### config.mk
export PLATFORM = sky130hd
export DESIGN_NAME = des_key_scheduler
export DESIGN_NICKNAME = d
export VERILOG_FILES = /design/src/rtl/des_key_scheduler.sv
export SDC_FILE = /design/constraint.sdc
export NUM_CORES = 1
export LEC_CHECK = 0
export CAP_MARGIN = 20
export CORE_MARGIN = 2
export CORE_UTILIZATION = 64
export DETAILED_ROUTE_END_ITERATION = 8
export DONT_BUFFER_PORTS = 1
export GPL_ROUTABILITY_DRIVEN = 0
export PLACE_DENSITY_LB_ADDON = 0.12
export SYNTH_ARGS = -nofsm -noshare
export SYNTH_HDL_FRONTEND = slang
export SYNTH_SLANG_ARGS = --single-unit
export TNS_END_PERCENT = 1
### constraint.sdc
create_clock -name clock -period 2.27 [get_ports clock]
set_input_delay 0.227 -clock clock [delete_from_list [all_inputs] [get_ports clock]]
set_output_delay 0.227 -clock clock [all_outputs]
set_load 0.03 [all_outputs]
### src/rtl/des_key_scheduler.sv
// des_key_scheduler: sequential DES key schedule.
// Takes one 64-bit key and emits the 16 48-bit round subkeys in order, one per
// valid/ready handshake, tagged with the emission index.
// Optional feature macro: DES_DECRYPT_EN. When defined, the scheduler samples
// 'decrypt' at key accept and can emit K16..K1 using right rotations.
module des_key_scheduler (
    input  logic        clock,
    input  logic        reset,
    input  logic [63:0] key,
    input  logic        key_valid,
    output logic        key_ready,
    input  logic        decrypt,
    output logic [47:0] subkey,
    output logic [3:0]  subkey_round,
    output logic        subkey_valid,
    input  logic        subkey_ready,
    output logic        sched_done
);

    localparam logic ST_IDLE = 1'b0;
    localparam logic ST_RUN  = 1'b1;

    // Bit i set when round i rotates by two positions (1,1,2,2,2,2,2,2,1,2,2,2,2,2,2,1)
    localparam logic [15:0] SHIFT2 = 16'h7EFC;

    // Permuted choice 1: FIPS bit numbers, bit 1 = key[63]
    localparam int PC1 [56] = '{
        57, 49, 41, 33, 25, 17,  9,  1, 58, 50, 42, 34, 26, 18,
        10,  2, 59, 51, 43, 35, 27, 19, 11,  3, 60, 52, 44, 36,
        63, 55, 47, 39, 31, 23, 15,  7, 62, 54, 46, 38, 30, 22,
        14,  6, 61, 53, 45, 37, 29, 21, 13,  5, 28, 20, 12,  4
    };

    // Permuted choice 2: FIPS bit numbers over {C,D}, bit 1 = cd[55]
    localparam int PC2 [48] = '{
        14, 17, 11, 24,  1,  5,  3, 28, 15,  6, 21, 10,
        23, 19, 12,  4, 26,  8, 16,  7, 27, 20, 13,  2,
        41, 52, 31, 37, 47, 55, 30, 40, 51, 45, 33, 48,
        44, 49, 39, 56, 34, 53, 46, 42, 50, 36, 29, 32
    };

    function automatic logic [55:0] pc1(input logic [63:0] k);
        logic [55:0] r;
        r = '0;
        for (int i = 0; i < 56; i++) begin
            r[6'(55 - i)] = k[6'(64 - PC1[i])];
        end
        return r;
    endfunction

    function automatic logic [47:0] pc2(input logic [55:0] cd);
        logic [47:0] r;
        r = '0;
        for (int i = 0; i < 48; i++) begin
            r[6'(47 - i)] = cd[6'(56 - PC2[i])];
        end
        return r;
    endfunction

    function automatic logic [27:0] rotl(input logic [27:0] h, input logic two);
        return two ? {h[25:0], h[27:26]} : {h[26:0], h[27]};
    endfunction

`ifdef DES_DECRYPT_EN
    function automatic logic [27:0] rotr(input logic [27:0] h, input logic two);
        return two ? {h[1:0], h[27:2]} : {h[0], h[27:1]};
    endfunction
`endif

    logic        state;
    logic [27:0] c, d;
    logic [27:0] nc, nd;
    logic [55:0] cd0;
    logic [47:0] next_sk;

`ifdef DES_DECRYPT_EN
    logic        dec_q;
`else
    // decrypt has no effect in this build; tie it off explicitly
    logic        unused_decrypt;
    assign unused_decrypt = decrypt;
`endif

    // Parity bits (FIPS 8,16,...,64) never enter the schedule
    logic unused_parity;
    assign unused_parity = ^{key[56], key[48], key[40], key[32],
                             key[24], key[16], key[8],  key[0]};

    assign key_ready    = (state == ST_IDLE) && !reset;
    assign subkey_valid = (state == ST_RUN);

    // Next C/D: first rotation from PC-1 on accept, per-round rotation while running
    always_comb begin
        cd0 = pc1(key);
        nc  = c;
        nd  = d;
        if (state == ST_IDLE) begin
`ifdef DES_DECRYPT_EN
            if (decrypt) begin
                // K16 uses C16/D16, which equal C0/D0 after the full 28-bit rotation
                nc = cd0[55:28];
                nd = cd0[27:0];
            end else begin
                nc = rotl(cd0[55:28], 1'b0);
                nd = rotl(cd0[27:0], 1'b0);
            end
`else
            nc = rotl(cd0[55:28], 1'b0);
            nd = rotl(cd0[27:0], 1'b0);
`endif
        end else begin
`ifdef DES_DECRYPT_EN
            if (dec_q) begin
                // Undo the shift of round 15-r to step from K(16-r) to K(15-r)
                nc = rotr(c, SHIFT2[~subkey_round]);
                nd = rotr(d, SHIFT2[~subkey_round]);
            end else begin
                nc = rotl(c, SHIFT2[subkey_round + 4'd1]);
                nd = rotl(d, SHIFT2[subkey_round + 4'd1]);
            end
`else
            nc = rotl(c, SHIFT2[subkey_round + 4'd1]);
            nd = rotl(d, SHIFT2[subkey_round + 4'd1]);
`endif
        end
        next_sk = pc2({nc, nd});
    end

    // Control FSM plus C/D and subkey registers
    always_ff @(posedge clock) begin
        if (reset) begin
            state        <= ST_IDLE;
            c            <= '0;
            d            <= '0;
            subkey       <= '0;
            subkey_round <= '0;
            sched_done   <= 1'b0;
`ifdef DES_DECRYPT_EN
            dec_q        <= 1'b0;
`endif
        end else begin
            sched_done <= 1'b0;
            if (state == ST_IDLE) begin
                if (key_valid && key_ready) begin
                    c            <= nc;
                    d            <= nd;
                    subkey       <= next_sk;
                    subkey_round <= '0;
                    state        <= ST_RUN;
`ifdef DES_DECRYPT_EN
                    dec_q        <= decrypt;
`endif
                end
            end else if (subkey_ready) begin
                if (subkey_round == 4'd15) begin
                    // Last subkey consumed: subkey keeps its value, C/D untouched
                    state        <= ST_IDLE;
                    subkey_round <= '0;
                    sched_done   <= 1'b1;
                end else begin
                    c            <= nc;
                    d            <= nd;
                    subkey       <= next_sk;
                    subkey_round <= subkey_round + 4'd1;
                end
            end
        end
    end

endmodule

; ---- After elaboration in Yosys (flattened, before gate mapping)
; Memories as Yosys holds them, arrays and structs flattened.
; Index checks and enable logic that the tools add are counted.
[op_classes]
n_addsub = 1
order_cmp = 1
eq_ne = 3
mux = 26
bitwise = 2
reduce_logical = 7
[ops]
columns = operator, n
row1 = two-way mux 28 bit, 12
row2 = two-way mux 48 bit, 4
row3 = two-way mux 4 bit, 4
row4 = two-way mux 1 bit, 6
row5 = < comparator 4 x 5 -> 1 bit (second input constant), 1
row6 = adder 4 x 1 -> 4 bit (second input constant), 1
row7 = == test 4 bit (second input constant), 1
row8 = != test 2 bit (second input constant), 2
row9 = AND reduction 3 bit, 1
row10 = OR reduction 3 bit, 1
row11 = logical AND 1 bit, 2
row12 = inverter 1 bit, 2
row13 = AND reduction 2 bit, 1
row14 = nonzero test 2 bit, 1
row15 = logical NOT 1 bit, 1
[word_totals]
ff_bits = 110
romBits = 16
in_bits = 69
out_inout_bits = 55
elab_cells = 47
n_memories = 1
[mem_list]
columns = memory, depth, word_bits, read_ports, rd_clocked_by_memory_dff, wr, line_no
row1 = (no name shown), 16, 1, 1, 0, 0, 123  ; nd = rotl(d, SHIFT2[subkey_round + 4'd1]);

; ---- Depth between registers and ports, before layout
[logic_depth]
word_depth = 8
ltp_mapped = 9

; ---- Least setup slack after synthesis
; No wires, ideal clock.
[synth_path]
path_type = register -> register
start = reg subkey_round[0]
end = reg c[24]
arrival_time_ps = 2131
required_time_ps = 2167
setup_slack_ps = 36
path_stages_with_launch = 9
path_buffers = 2
period_less_slack_ps = 2234
cell_sequence = dfxtp_1 > inv_1 > ha_1 > maj3_2 > a22oi_4 > buf_6 > buf_4 > nor3_1 > a2111oi_2
[synth_between]
elab_chain_cells = 8
word_cells_on_any_way = 12
cone_classes = add/sub (1) / eq/ne (2) / mux (7) / reduce/logical (1) / memory (1)
[synth_rtl]
columns = element, line_no
row1 = "start, declared", 14  ; output logic [3:0] subkey_round,
row2 = "start signal, assigned", 164  ; subkey_round <= subkey_round + 4'd1;
row3 = adder 4 x 1 -> 4 bit, 122  ; nc = rotl(c, SHIFT2[subkey_round + 4'd1]);
row4 = memory (16 x 1 bit), n/a
row5 = two-way mux 1 bit, n/a
row6 = two-way mux 28 bit, 61  ; return two ? {h[25:0], h[27:26]} : {h[26:0], h[27]};
row7 = two-way mux 28 bit, 97  ; if (state == ST_IDLE) begin
row8 = two-way mux 28 bit, 155  ; if (subkey_round == 4'd15) begin
row9 = two-way mux 28 bit, 154  ; end else if (subkey_ready) begin
row10 = two-way mux 28 bit, 143  ; if (state == ST_IDLE) begin
row11 = "end signal, assigned", 145  ; c <= nc;
row12 = "end signal, assigned", 161  ; c <= nc;
row13 = "end, declared", 71  ; logic [27:0] c, d;
; Several ways; a longest one is shown, not always the timed one. The select of a mux whose other input is x is not followed.
; A chain may end at the register's enable or synchronous reset.

; ---- Final worst setup path
[layout_path]
start = reg subkey_round[0]
end = reg c[2]
; Same word-level chain as after synthesis.

==> impl_metrics.yaml <==
cts:
  clock-sinks: 62
  clk_path_buf_depth: 2
  cts_tree: "yes"
  tritoncts.num_buffers: 9
  cts_htree_levels: 3
  clk_pin_slew_ps: 70
  cts-root-buf: "clkbuf_8"
  worstSkewPairLatency_ps: 340
worst_setup_path:
  crit_chain: "inv_1 -> ha_1 -> maj3_2 -> a22oi_4 -> buf_12 -> mux2i_1 -> a2111oi_2"
  start_kind: "register"
  crit_path_max_fanout: 27
  crit_type: "register to register"
  worstPathRequired_ps: 2500
  crit_arrival_ps: 2350
  r2r_cells: 7
  crit_family: "compound AO/OA/AOI/OAI gates"
  critical_path.slowest_cell: "a2111oi_2"
  rrSetupSlack_ps: 150
  crit_buf_inv: 2
  crit_path_max_incr_delay_ps: 380
  r2r_start: "subkey_round[0]"
  end_kind: "register"
  r2r_end: "c[2]"
routing:
  via_count: 2905
  drt_pre_antenna_iters: 4
  viasPerCell: 6.261
  avgRoutedWirePerCell_um: 16.08
  drc: 0
  drtIter0Drc: 183
  drtAntennaViolNets: 0
  routed_wl_um: 7463
yosys:
  synth.distinct_cells: 34
  synth_area_leaders: "dfxtp_1 (35%), buf_4 (10%), a2111oi_0 (8.5%), nor3_1 (7.9%), a2111oi_2 (7.5%)"
  synth_top_area_share_pct: 34.59
  ys_warn_count: 0
  synth_ff_type: "dfxtp_1"
  synth_edf_count: 0
  syn_avg_cell_area_um2: 8.483
  synthCells: 423
  synth_area_mm2: 0.003588
  ys_seq_area_share_pct: 34.59
  synthArstFlopShare_pct: 0
  yosys.area.top_type: "dfxtp_1"
  synth-seq-cells: 62
die:
  start_util_pct: 65.57
  rows: 27
  die_x_um: 78.88
  coreArea_mm2: 0.005473
  io-pin-count: 124
  dieHeight_um: 78.88
  die_area_mm2: 0.006222
layout:
  fin_util_pct: 68.93
  n_antenna_cell: 0
  fin_area_mm2: 0.003772
  num-nets-final: 460
  drive_gt1_share_pct: 17.35
  layout_common_cells: "nor2_1 (61), dfxtp_1 (60), nor3_1 (57), a21oi_1 (43), a2111oi_0 (31)"
  fin_cells: 464
  layout_commonest_cell: "nor2_1"
  syn_to_final_growth_pct: 5.126
  n_fill_cell: 448
timing:
  whs_ps: 55.36
  hold_viol: 0
  post-route-min-period_ps: 2123
  setup_viol: 0
  report.final.slew_viol_count: 0
  finalSetupTns_ps: 0
  skew_ps: 8.260
  period_share_pct: 93.51
  fmax_mhz: 471.1
  grt_setup_unrepaired: "yes"
min_path:
  hold_path_class: "input port to register"
  whs_endpoint: "d[9]"
  min_from: "reset"
  min_path_cells: 2
global_route:
  grt_max_degree: 62
  grt_pass1_wl_um: 12720
  antenna_found_initial: 0
  grt_overflow_total: 0
  grt_usage_pct: 25.13
  grt_pass1_vias: 2556
power:
  power_density_mw_per_mm2: 789.2
  p_seq_share_pct: 43.9
  irDropWorstVdd_mv: 0.4476
  p_int_mw: 2.099
  clkPwrFrac_pct: 40.3
  leakagePower_nw: 1.354
  p_comb_share_pct: 15.9
  p_sw_uw: 877.8
  switching_share_pct: 29.49
place:
  port_buffers: 0
  hpwl_um: 4638
  post-place-cells: 445
  post_dp_cell_area_mm2: 0.003433
status:
  status: "complete, no violations"
flow_run:
  cap_viol_max_count: 0
[area by class of cell]
type | count | area, um^2 | area share (%)
repair buffers | 24 | 286.5 | 7.595
inverters | 1 | 3.754 | 0.09950
clock inverters | 6 | 108.9 | 2.886
clock buffers | 10 | 137.6 | 3.648
well taps | 72 | 90.09 | 2.388
flip-flops and latches | 62 | 1244 | 32.97
multi-input cells | 289 | 1902 | 50.41
[worst register-to-register path: cells and delay by family (launching register included)]
| kind | cells | cell delay, ps |
|---|---|---|
| AO/OA/AOI/OAI | 2 | 660 |
| adder cells (fa/ha/maj) | 2 | 550 |
| buffers and inverters | 2 | 320 |
| multiplexers | 1 | 130 |
| flip-flops | 1 | 370 |
[metrics by stage]
stage / total power, mW / setup WS (ps)
2_1_floorplan: 1.760 / 35.97
3_3_place_gp: 1.748 / 89.97
3_5_place_dp: 1.760 / 22.14
4_1_cts: 2.980 / 20.25
5_1_grt: 3.105 / -67.77
6_report: 2.977 / 147.4
[power groups by stage]
stage	Sequential, mW	Clock (mW)	Combinational, mW
2_1_floorplan	1.24	0	0.519
3_3_place_gp	1.33	0	0.421
3_5_place_dp	1.33	0	0.430
4_1_cts	1.30	1.20	0.471
5_1_grt	1.32	1.27	0.523
6_report	1.31	1.20	0.473
[cell usage after synthesis, types with 4 or more instances]
cell type	instances
dfxtp_1	62
nor2_1	61
nor3_1	57
buf_4	50
a21oi_1	43
a2111oi_0	35
clkbuf_1	28
mux2i_1	19
a2111oi_2	18
buf_2	9
nand2_1	5
a211oi_1	4
ha_1	4
[worst max path at each step]
stage / endpoint / depth (start not counted) / slack [ps] / start
6_report: c[2] / 7 / 150 / subkey_round[0]
5_1_grt: c[13] / 8 / -70 / subkey_round[0]
4_1_cts: c[2] / 7 / 20 / subkey_round[0]
3_5_place_dp: c[4] / 7 / 20 / subkey_round[0]
3_3_place_gp: d[0] / 7 / 90 / subkey_round[0]
2_1_floorplan: c[24] / 8 / 40 / subkey_round[0]
[per-layer routing]
| layer | up-vias | track usage, % | routed length (um) |
|---|---|---|---|
| met1 | 1397 | 34.12 | 3481 |
| met4 | 0 | 9.310 | 112 |
| li1 | 1426 | - | - |
| met3 | 11 | 5.341 | 361 |
| met5 | - | 0 | 0 |
| met2 | 71 | 39.49 | 3507 |
[cell families (layout without fill, tap and decap cells)]
| family | Yosys count | after routing | share of synthesized area, % |
|---|---|---|---|
| AND/OR/NAND/NOR | 131 | 131 | 16.18 |
| AO/OA/AOI/OAI | 109 | 109 | 25.35 |
| buffers and inverters | 93 | 41 | 15.69 |
| flip-flops | 62 | 62 | 34.59 |
| multiplexers | 20 | 20 | 5.683 |
| adder cells (fa/ha/maj) | 5 | 5 | 1.709 |
| XOR/XNOR | 2 | 2 | 0.6975 |
| other | 1 | 22 | 0.1045 |
[state kept, by name, summed over array words and instances (netlist names)]
signal / count
d: 27
c: 28
subkey: 1
subkey_valid: 1
sched_done: 1
subkey_round: 4
[timing repair]
action	in CTS	in global routing
resized for setup	1	10
endpoints found under the hold margin	61	0
setup buffers	0	1
pin swaps	0	1
cloned	1	0
endpoints found under the setup margin	1	45
hold buffers	1	0
Power figures use the tool's default switching activity.
